<file path="src/rtl/ov5642_capture_ctrl.sv">
// ov5642_capture_ctrl
// Frame capture controller between the OV5642 byte aligner and the frame
// buffer writer. After an arm request it waits for a frame boundary, then
// forwards whole frames only: SOF is tagged on m_tuser, every frame is closed
// with m_tlast, and frames are held to exactly FRAME_PIXELS beats (short
// frames are flagged, long frames are truncated and their tail dropped).
// The stream has no backpressure; the sink must take every beat.
//
// Ports
//   pclk, rst             pixel clock (rising edge), async active-high reset
//   arm                   pulse, start capture (IDLE only)
//   continuous            level, sampled at frame end: keep capturing frames
//   abort                 pulse, stop at the next frame boundary
//   s_tdata/tvalid/tlast  RGB565 input stream, tlast marks end of frame
//   m_tdata/tvalid/tlast  forwarded stream, 1-cycle latency
//   m_tuser               first beat of a forwarded frame
//   busy                  controller not idle
//   frame_done            pulse with the m_tlast beat
//   err_short, err_long   pulses with the m_tlast beat of a bad-size frame
//   pixel_count           beats forwarded in the current frame
//   frame_count           completed frames since reset (wraps)
module ov5642_capture_ctrl #(
    parameter int unsigned FRAME_PIXELS = 307200,
    parameter int unsigned CNT_W        = 20,
    parameter int unsigned FCNT_W       = 16
) (
    input  logic              pclk,
    input  logic              rst,
    input  logic              arm,
    input  logic              continuous,
    input  logic              abort,
    input  logic [15:0]       s_tdata,
    input  logic              s_tvalid,
    input  logic              s_tlast,
    output logic [15:0]       m_tdata,
    output logic              m_tvalid,
    output logic              m_tlast,
    output logic              m_tuser,
    output logic              busy,
    output logic              frame_done,
    output logic              err_short,
    output logic              err_long,
    output logic [CNT_W-1:0]  pixel_count,
    output logic [FCNT_W-1:0] frame_count
);

    typedef enum logic [1:0] {
        IDLE,
        SYNC,
        CAPTURE,
        DROP
    } state_t;

    state_t            state;
    logic              stop_req;
    logic              last_beat;
    logic [CNT_W-1:0]  cnt_next;
    logic              at_limit;
    logic              keep_going;

    assign last_beat  = s_tvalid & s_tlast;
    assign cnt_next   = pixel_count + CNT_W'(1);
    // The beat being forwarded is number FRAME_PIXELS of the frame.
    assign at_limit   = (cnt_next == CNT_W'(FRAME_PIXELS));
    // An abort arriving on the frame-end cycle itself also stops capture.
    assign keep_going = continuous & ~stop_req & ~abort;

    assign busy = (state != IDLE);

    always_ff @(posedge pclk or posedge rst) begin
        if (rst) begin
            state       <= IDLE;
            stop_req    <= 1'b0;
            m_tdata     <= '0;
            m_tvalid    <= 1'b0;
            m_tlast     <= 1'b0;
            m_tuser     <= 1'b0;
            frame_done  <= 1'b0;
            err_short   <= 1'b0;
            err_long    <= 1'b0;
            pixel_count <= '0;
            frame_count <= '0;
        end else begin
            m_tvalid   <= 1'b0;
            m_tlast    <= 1'b0;
            m_tuser    <= 1'b0;
            frame_done <= 1'b0;
            err_short  <= 1'b0;
            err_long   <= 1'b0;

            case (state)
                IDLE: begin
                    stop_req <= 1'b0;
                    if (arm && !abort) begin
                        state <= SYNC;
                    end
                end

                // Armed mid-frame possibly: wait for a frame end before capturing.
                SYNC: begin
                    if (abort) begin
                        state <= IDLE;
                    end else if (last_beat) begin
                        state       <= CAPTURE;
                        pixel_count <= '0;
                    end
                end

                CAPTURE: begin
                    if (abort) begin
                        stop_req <= 1'b1;
                    end
                    if (s_tvalid) begin
                        m_tvalid    <= 1'b1;
                        m_tdata     <= s_tdata;
                        m_tuser     <= (pixel_count == '0);
                        pixel_count <= cnt_next;
                        if (s_tlast || at_limit) begin
                            m_tlast     <= 1'b1;
                            frame_done  <= 1'b1;
                            frame_count <= frame_count + FCNT_W'(1);
                            err_short   <= s_tlast & ~at_limit;
                            err_long    <= ~s_tlast & at_limit;
                            if (!s_tlast) begin
                                // Truncated: the rest of the source frame is
                                // dropped; the continue decision waits for its tlast.
                                state <= DROP;
                            end else if (keep_going) begin
                                pixel_count <= '0;
                            end else begin
                                state    <= IDLE;
                                stop_req <= 1'b0;
                            end
                        end
                    end
                end

                DROP: begin
                    if (abort) begin
                        stop_req <= 1'b1;
                    end
                    if (last_beat) begin
                        if (keep_going) begin
                            state       <= CAPTURE;
                            pixel_count <= '0;
                        end else begin
                            state    <= IDLE;
                            stop_req <= 1'b0;
                        end
                    end
                end

                default: state <= IDLE;
            endcase
        end
    end

endmodule

</file>
<file path="config.mk">
export PLATFORM = sky130hd
export DESIGN_NAME = ov5642_capture_ctrl
export DESIGN_NICKNAME = d
export VERILOG_FILES = /design/src/rtl/ov5642_capture_ctrl.sv
export SDC_FILE = /design/constraint.sdc
export NUM_CORES = 1
export LEC_CHECK = 0
export ABC_AREA = 1
export CELL_PAD_IN_SITES_DETAIL_PLACEMENT = 0
export CELL_PAD_IN_SITES_GLOBAL_PLACEMENT = 1
export CORE_ASPECT_RATIO = 0.8
export CORE_MARGIN = 2
export CORE_UTILIZATION = 38
export DETAILED_ROUTE_END_ITERATION = 7
export GPL_ROUTABILITY_DRIVEN = 0
export HOLD_SLACK_MARGIN = 0.02
export PLACE_DENSITY = 0.95
export SLEW_MARGIN = 40
export SYNTH_ARGS = -nofsm -noshare
export SYNTH_HDL_FRONTEND = slang
export SYNTH_SLANG_ARGS = --single-unit
</file>
<file path="constraint.sdc">
create_clock -name pclk -period 3.92 [get_ports pclk]
set_input_delay 0.784 -clock pclk [delete_from_list [all_inputs] [get_ports pclk]]
set_output_delay 0.784 -clock pclk [all_outputs]
set_load 0.005 [all_outputs]
</file>
==> impl_metrics.tcl, run 1 <==
set metrics [dict create \
    reg2reg_slack_ps 1430 \
    synthCells 447 \
    clk_pin_slew_ps 70 \
    cts_buffers 9 \
    r2r_start "pixel_count[0]" \
    outcome "complete, no violations" \
    reg2reg_to "frame_count[13]" \
    vias 3237 \
    skew_ps 10.71 \
    critPathRequiredTime_ps 4140 \
    muxShareOfSynthArea_pct 0 \
    num-nets-final 559 \
    synth-xor-area-share_pct 5.479 \
    crit_path_max_incr_delay_ps 550 \
    crit_fanout 17 \
    cts_tree "built" \
    dieArea_sq_mm 0.009607 \
    worst_r2r_path_depth 13 \
    first_pass_iters 5 \
    drtIter0Drc 253 \
    synth_compound_area_share_pct 5.665 \
    synth_top_family_by_area "simple AND/OR/NAND/NOR gates" \
    drive_above_1_share_pct 7.263 \
    holdBufCountCts 0 \
    pwr-share-comb_pct 29.7 \
    tightest_slew_ps 624.4 \
    drv_slew 0 \
    fmax_mhz 402.2 \
    ys_seq_elements 60 \
    hpwl_mm 6.478 \
    period_share_pct 63.42 \
    overflow 0 \
    finalSetupTns_ps 0 \
    core-area_sq_mm 0.008521 \
    synthSimpleGateAreaFrac_pct 35.37 \
    final_common_cell "nand2_1" \
    synthesis.area_sq_mm 0.003357 \
    ant_nets 0 \
    initial_core_util_pct 39.40 \
    fp.dieH_um 88.07 \
    end_kind "flop" \
    vdd_ir_drop_max_mv 0.2384 \
    p_per_area_mw_per_mm2 441.2 \
    critPathSlowestCell "dfrtp_1" \
    pwr-share-seq_pct 41.6 \
    track_usage_pct 19.36 \
    hold_class "flop to flop" \
    grt_max_degree 32 \
    min_period_ps 2486 \
    p_leak_uw 0.002006 \
    synth_cell_types 33 \
    synth_top_area_cell "dfrtp_1" \
    grt_pass1_vias 3019 \
    hold_end "m_tdata[15]" \
    clkPwrFrac_pct 28.8 \
    port_buffers 81 \
    post_drt_wl_per_cell_um 13.61 \
    postCtsSetupBuffers 0 \
    p_int_uw 1331 \
    maxCapViolCount 0 \
    switching_share_pct 32.60 \
    insertion_delay_ps 340 \
    layout_common_cells "nand2_1, clkdlybuf4s50_1, dfrtp_1, inv_1, nand3_1" \
    critical_path_class "flop to flop" \
    holdPathStages 2 \
    hp-start "m_tdata[15]" \
    ys_seq_area_share_pct 44.73 \
    critPathMostFrequentCell "nand2_1" \
    antenna_found_initial 0 \
    grt_pass1_wl_mm 14.46 \
    clock_path_buffers 2 \
    antenna_cells 0 \
    nFillCells 816 \
    synthesis.nets 474 \
    crit_path_start_kind "flop" \
    area_delta_synth_final_pct 33.32 \
    clock-sinks 60 \
    p_sw_uw 643.8 \
    yosysWarnings 0 \
    ctsResizeCount 0 \
    p_total_uw 1975 \
    multi_input_area_sq_mm 0.001614 \
    seq_area_sq_mm 0.001501 \
    cts_root_buffer "clkbuf_8" \
    synth_top_area_share_pct 44.73 \
    path_cells "ha_1 -> nand2_1 -> nor2_2 -> xor2_1 -> nand2_1 -> nor2_1 -> nand2_1 -> nor2_2 -> nand2_2 -> nand2_4 -> nand2_4 -> nand2_1 -> nand2_1" \
    drc_errors 0 \
    synthTopCellsByArea "dfrtp_1, nand2_1, nand3_1" \
    row_count 30 \
    setup_viol 0 \
    arrival_ps 2710 \
    ios 82 \
    synth_fa_ha_area_share_pct 1.491 \
    wl_mm 8.833 \
    rsz0062_at_grt "no" \
    post-route-util_pct 52.53 \
    finalHoldViolations 0 \
    synth_area_per_cell_sq_um 7.510 \
    max-slew-margin-rel_pct 58.31 \
    avgViaCountPerCell 4.988 \
    cts-htree-levels 3 \
    die_x_um 109.1 \
]
cells by family (layout without fill, tap and decap cells):
kind of cell	Yosys count	in the layout
XOR/XNOR	21	21
flip-flops	60	60
AO/OA/AOI/OAI	32	32
AND/OR/NAND/NOR	270	270
adder cells (fa/ha/maj)	4	4
buffers and inverters	60	150
how the worst max path moves through the flow:
stage / start / end / slack [ps] / cells after the start
2_1_floorplan: rst / err_long / 1650 / 1
3_3_place_gp: abort / pixel_count[3] / 1390 / 9
3_5_place_dp: abort / pixel_count[14] / 1280 / 9
4_1_cts: pixel_count[0] / frame_count[13] / 1450 / 13
5_1_grt: pixel_count[0] / frame_count[8] / 1240 / 13
6_report: pixel_count[0] / frame_count[13] / 1430 / 13
layout make-up:
cell class	instances	area share, %
clock buffers	9	2.768
clock inverters	7	1.677
inverters	50	4.193
multi-input cells	327	36.06
flip-flops and latches	60	33.55
well taps	112	3.131
repair buffers	84	18.62
synthesized netlist by cell type:
master / count
o22ai_1: 13
clkbuf_1: 3
nand2_2: 4
nor3_1: 9
buf_2: 3
nand2_1: 151
clkinv_1: 1
nor2_4: 3
buf_1: 1
o21bai_1: 1
dfrtp_1: 60
inv_2: 1
o31ai_1: 1
a211oi_1: 1
nand3_2: 2
nand3_1: 44
nor4_1: 4
a221oi_1: 1
o21ai_1: 2
buf_4: 2
nand4_1: 7
buf_6: 1
xor2_1: 14
and3_1: 2
nand2_4: 2
o21ai_0: 9
inv_1: 48
nor2_1: 36
a21oi_1: 3
xnor2_1: 7
o211ai_1: 1
ha_1: 4
nor2_2: 6
power by group through the flow:
stage	Clock, uW	Combinational [uW]	Sequential [uW]
4_1_cts	583	589	820
6_report	568	586	821
2_1_floorplan	0	272	829
5_1_grt	615	659	834
3_5_place_dp	0	587	829
3_3_place_gp	0	578	829
stage by stage:
| stage | instance area, sq um | cells | hold slack [ps] | worst slack (ps) |
|---|---|---|---|---|
| 6_report | 4476 | 649 | 472.8 | 1434 |
| 3_3_place_gp | 4277 | 633 | 453.2 | 1386 |
| 4_1_cts | 4476 | 649 | 476.7 | 1450 |
| 2_1_floorplan | 3357 | 447 | 452.7 | 1651 |
| 3_5_place_dp | 4277 | 633 | 458.2 | 1282 |
| 5_1_grt | 4476 | 649 | 499.3 | 1238 |
flip-flops by register name, indices dropped and copies added (netlist names):
signal and count:
pixel_count 20, frame_count 16, m_tdata 16, state 2, err_long 1, err_short 1
frame_done 1, m_tuser 1, m_tvalid 1, stop_req 1
critical path: cells and delay by family, from the launching register on:
family | cells | cell delay (ps)
xor gates and xnor gates | 1 | 200
and+or+nand+nor | 11 | 1350
DFF | 1 | 550
adders and majority gates | 1 | 250
per-layer routing:
layer  GRT usage (%)  vias to the layer above  wire length [um]
li1                -                     1606                 -
met5               0                        -                 0
met2           30.10                       92              3977
met4           5.711                        0                58
met3           3.943                        6               474
met1           27.38                     1533              4322
Note: power is estimated with default switching activity, not from simulation.
==> run 2: changes to the inputs <==
--- a/config.mk
+++ b/config.mk
@@ -10,11 +10,11 @@
 export CELL_PAD_IN_SITES_GLOBAL_PLACEMENT = 1
 export CORE_ASPECT_RATIO = 0.8
 export CORE_MARGIN = 2
-export CORE_UTILIZATION = 38
+export CORE_UTILIZATION = 32
 export DETAILED_ROUTE_END_ITERATION = 7
 export GPL_ROUTABILITY_DRIVEN = 0
 export HOLD_SLACK_MARGIN = 0.02
-export PLACE_DENSITY = 0.95
+export PLACE_DENSITY = 0.87
 export SLEW_MARGIN = 40
 export SYNTH_ARGS = -nofsm -noshare
 export SYNTH_HDL_FRONTEND = slang
==> constraint.sdc (replaced) <==
create_clock -name pclk -period 2.2 [get_ports pclk]
set_input_delay 0.44 -clock pclk [delete_from_list [all_inputs] [get_ports pclk]]
set_output_delay 0.44 -clock pclk [all_outputs]
set_load 0.005 [all_outputs]
==> run 2 against run 1 <==
Net effect: register-to-register slack worse by 1300 ps; critical path type unchanged; core utilization shrank 5.7 points; first-iteration DRC count down 15%; total power is 100% higher; fmax rose by 22%; final area rose by 7.2%.
==> impl_metrics.tcl, run 2 (synthesis results as in run 1) <==
set metrics [dict create \
    route.met3.wl_um 524 \
    avgViaCountPerCell 4.720 \
    wl_mm 9.262 \
    overflow 0 \
    critPathMostFrequentCell "nand2_1" \
    skew_ps 6.481 \
    largest_register_ffs 20 \
    post_drt_wl_per_cell_um 13.42 \
    period_share_pct 92.64 \
    top_regs "pixel_count: 20 flops, frame_count: 16 flops, m_tdata: 16 flops" \
    p_per_area_mw_per_mm2 836.7 \
    clkPwrFrac_pct 35.3 \
    ant_nets 0 \
    max-slew-margin-rel_pct 66.96 \
    hpwl_mm 6.980 \
    wirelength_met1_mm 4.577 \
    critPathRequiredTime_ps 2400 \
    cts_tree "built" \
    vdd_ir_drop_max_mv 0.4819 \
    clk_pin_slew_ps 50 \
    core-area_sq_mm 0.01024 \
    post-route-util_pct 46.87 \
    crit_path_start "pixel_count[0]" \
    finalHoldViolations 0 \
    grt_pass1_wl_mm 14.63 \
    crit_path_max_incr_delay_ps 400 \
    hp-start "m_tdata[1]" \
    ios 82 \
    p_leak_uw 0.002133 \
    dieArea_sq_mm 0.01133 \
    num-nets-final 572 \
    rsz0062_at_grt "yes" \
    cts-htree-levels 3 \
    row_count 33 \
    tightest_slew_ps 494.8 \
    placed_area_sq_mm 0.004459 \
    pwr-share-seq_pct 36.1 \
    fin_area_sq_mm 0.004800 \
    hold_class "flop to flop" \
    insertion_delay_ps 320 \
    antenna_found_initial 0 \
    area_delta_synth_final_pct 42.97 \
    min_period_ps 2038 \
    layout_common_cells "nand2_1, clkdlybuf4s50_1, dfrtp_1, inv_1, nand3_1" \
    drive_above_1_share_pct 10.73 \
    drv_slew 0 \
    r2r_start "pixel_count[0]" \
    critical_path_class "flop to flop" \
    track_usage_pct 16.25 \
    antenna_cells 0 \
    arrival_ps 2240 \
    outcome "complete, no violations" \
    path_cells "ha_1 -> inv_1 -> nor2_4 -> nand2_2 -> nor2_4 -> nand3_1 -> nand2_1 -> nand3_1 -> nor2_2 -> nand2_2 -> nand2_4 -> nand2_4 -> nand2_1 -> nand2_1" \
    crit_fanout 17 \
    switching_share_pct 29.03 \
    grt_pass1_vias 2971 \
    clock_path_buffers 2 \
    setup_viol 0 \
    initial_core_util_pct 32.78 \
    maxCapViolCount 0 \
    port_buffers 81 \
    fmax_mhz 490.6 \
    drtIter0Drc 215 \
    first_pass_iters 5 \
    cts_buffers 9 \
    final_common_cell "nand2_1" \
    p_int_uw 2850 \
    critPathSlowestCell "dfrtp_1" \
    fp.dieH_um 95.61 \
    grt_max_degree 23 \
    drc_errors 0 \
    p_sw_uw 1166 \
    die_x_um 118.5 \
    pwr-share-comb_pct 28.5 \
    highest_layer "met4" \
    regMostFlops "pixel_count" \
    vias 3257 \
    cts_root_buffer "clkbuf_16" \
    end_kind "flop" \
    clock-sinks 60 \
    dr_wl_met2_mm 4.067 \
    crit_path_start_kind "flop" \
]
run 2: cell count changes in the layout (fill, tap and decap cells not counted), moves of 4 or more:
cell and delta:
buf_4 +9, buf_12 +4, clkbuf_16 +9, nor2_1 -4
clkbuf_8 -7
run 2: worst paths after layout:
| path | end | slack (ps) | depth (start not counted) |
|---|---|---|---|
| max | frame_count[14] | 160 | 14 |
| min | m_tdata[1] | 470 | 2 |
| max reg2reg | frame_count[14] | 160 | 14 |
| min reg2reg | m_tdata[1] | 470 | 2 |
| max in group asynchronous | m_tdata[14] | 1220 | 3 |
| min in group asynchronous | pixel_count[4] | 480 | 2 |
run 2: worst max-delay path: cells and delay by family (launching register included):
family	cells	cell delay [ps]
adders and majority gates	1	160
and+or+nand+nor	12	1300
buffers and inverters	1	60
DFF	1	400
run 2: stage by stage:
step                setup TNS [ps]  std cells  power (uW)  setup slack, ps  hold WS, ps
finish                           0        690        4016            161.8        467.3
global route                -55.09        690        4259           -26.31        498.8
CTS                              0        690        4067            72.18        471.0
detailed placement               0        674        2627            7.640        457.5
global placement                 0        674        2600            139.3        453.1
floorplan                        0        447        1961            214.3        452.7
run 2: layout make-up:
type	count	area (sq um)
repair buffers	97	980.9
inverters	50	187.7
clock buffers	12	256.5
well taps	140	175.2
clock inverters	4	47.55
flip-flops and latches	60	1503
multi-input cells	327	1649
fillers	1049	5440
run 2: timing repair:
action / CTS / global route
gates resized for setup: 0 / 10
buffers inserted: 0 / 0
hold buffers: 0 / 0
endpoints found under the setup margin: 0 / 18
run 2: power by group through the flow:
stage	Clock [uW]	Combinational, uW	Sequential [uW]
2_1_floorplan	0	485	1480
3_3_place_gp	0	1140	1460
3_5_place_dp	0	1160	1470
4_1_cts	1450	1160	1450
5_1_grt	1510	1270	1480
6_report	1420	1150	1450
run 2: layer usage:
metal / vias to the layer above / global-route usage (%)
met2: 90 / 24.52
met5: - / 0
met1: 1535 / 23.50
met3: 6 / 2.931
li1: 1626 / -
met4: 0 / 5.556
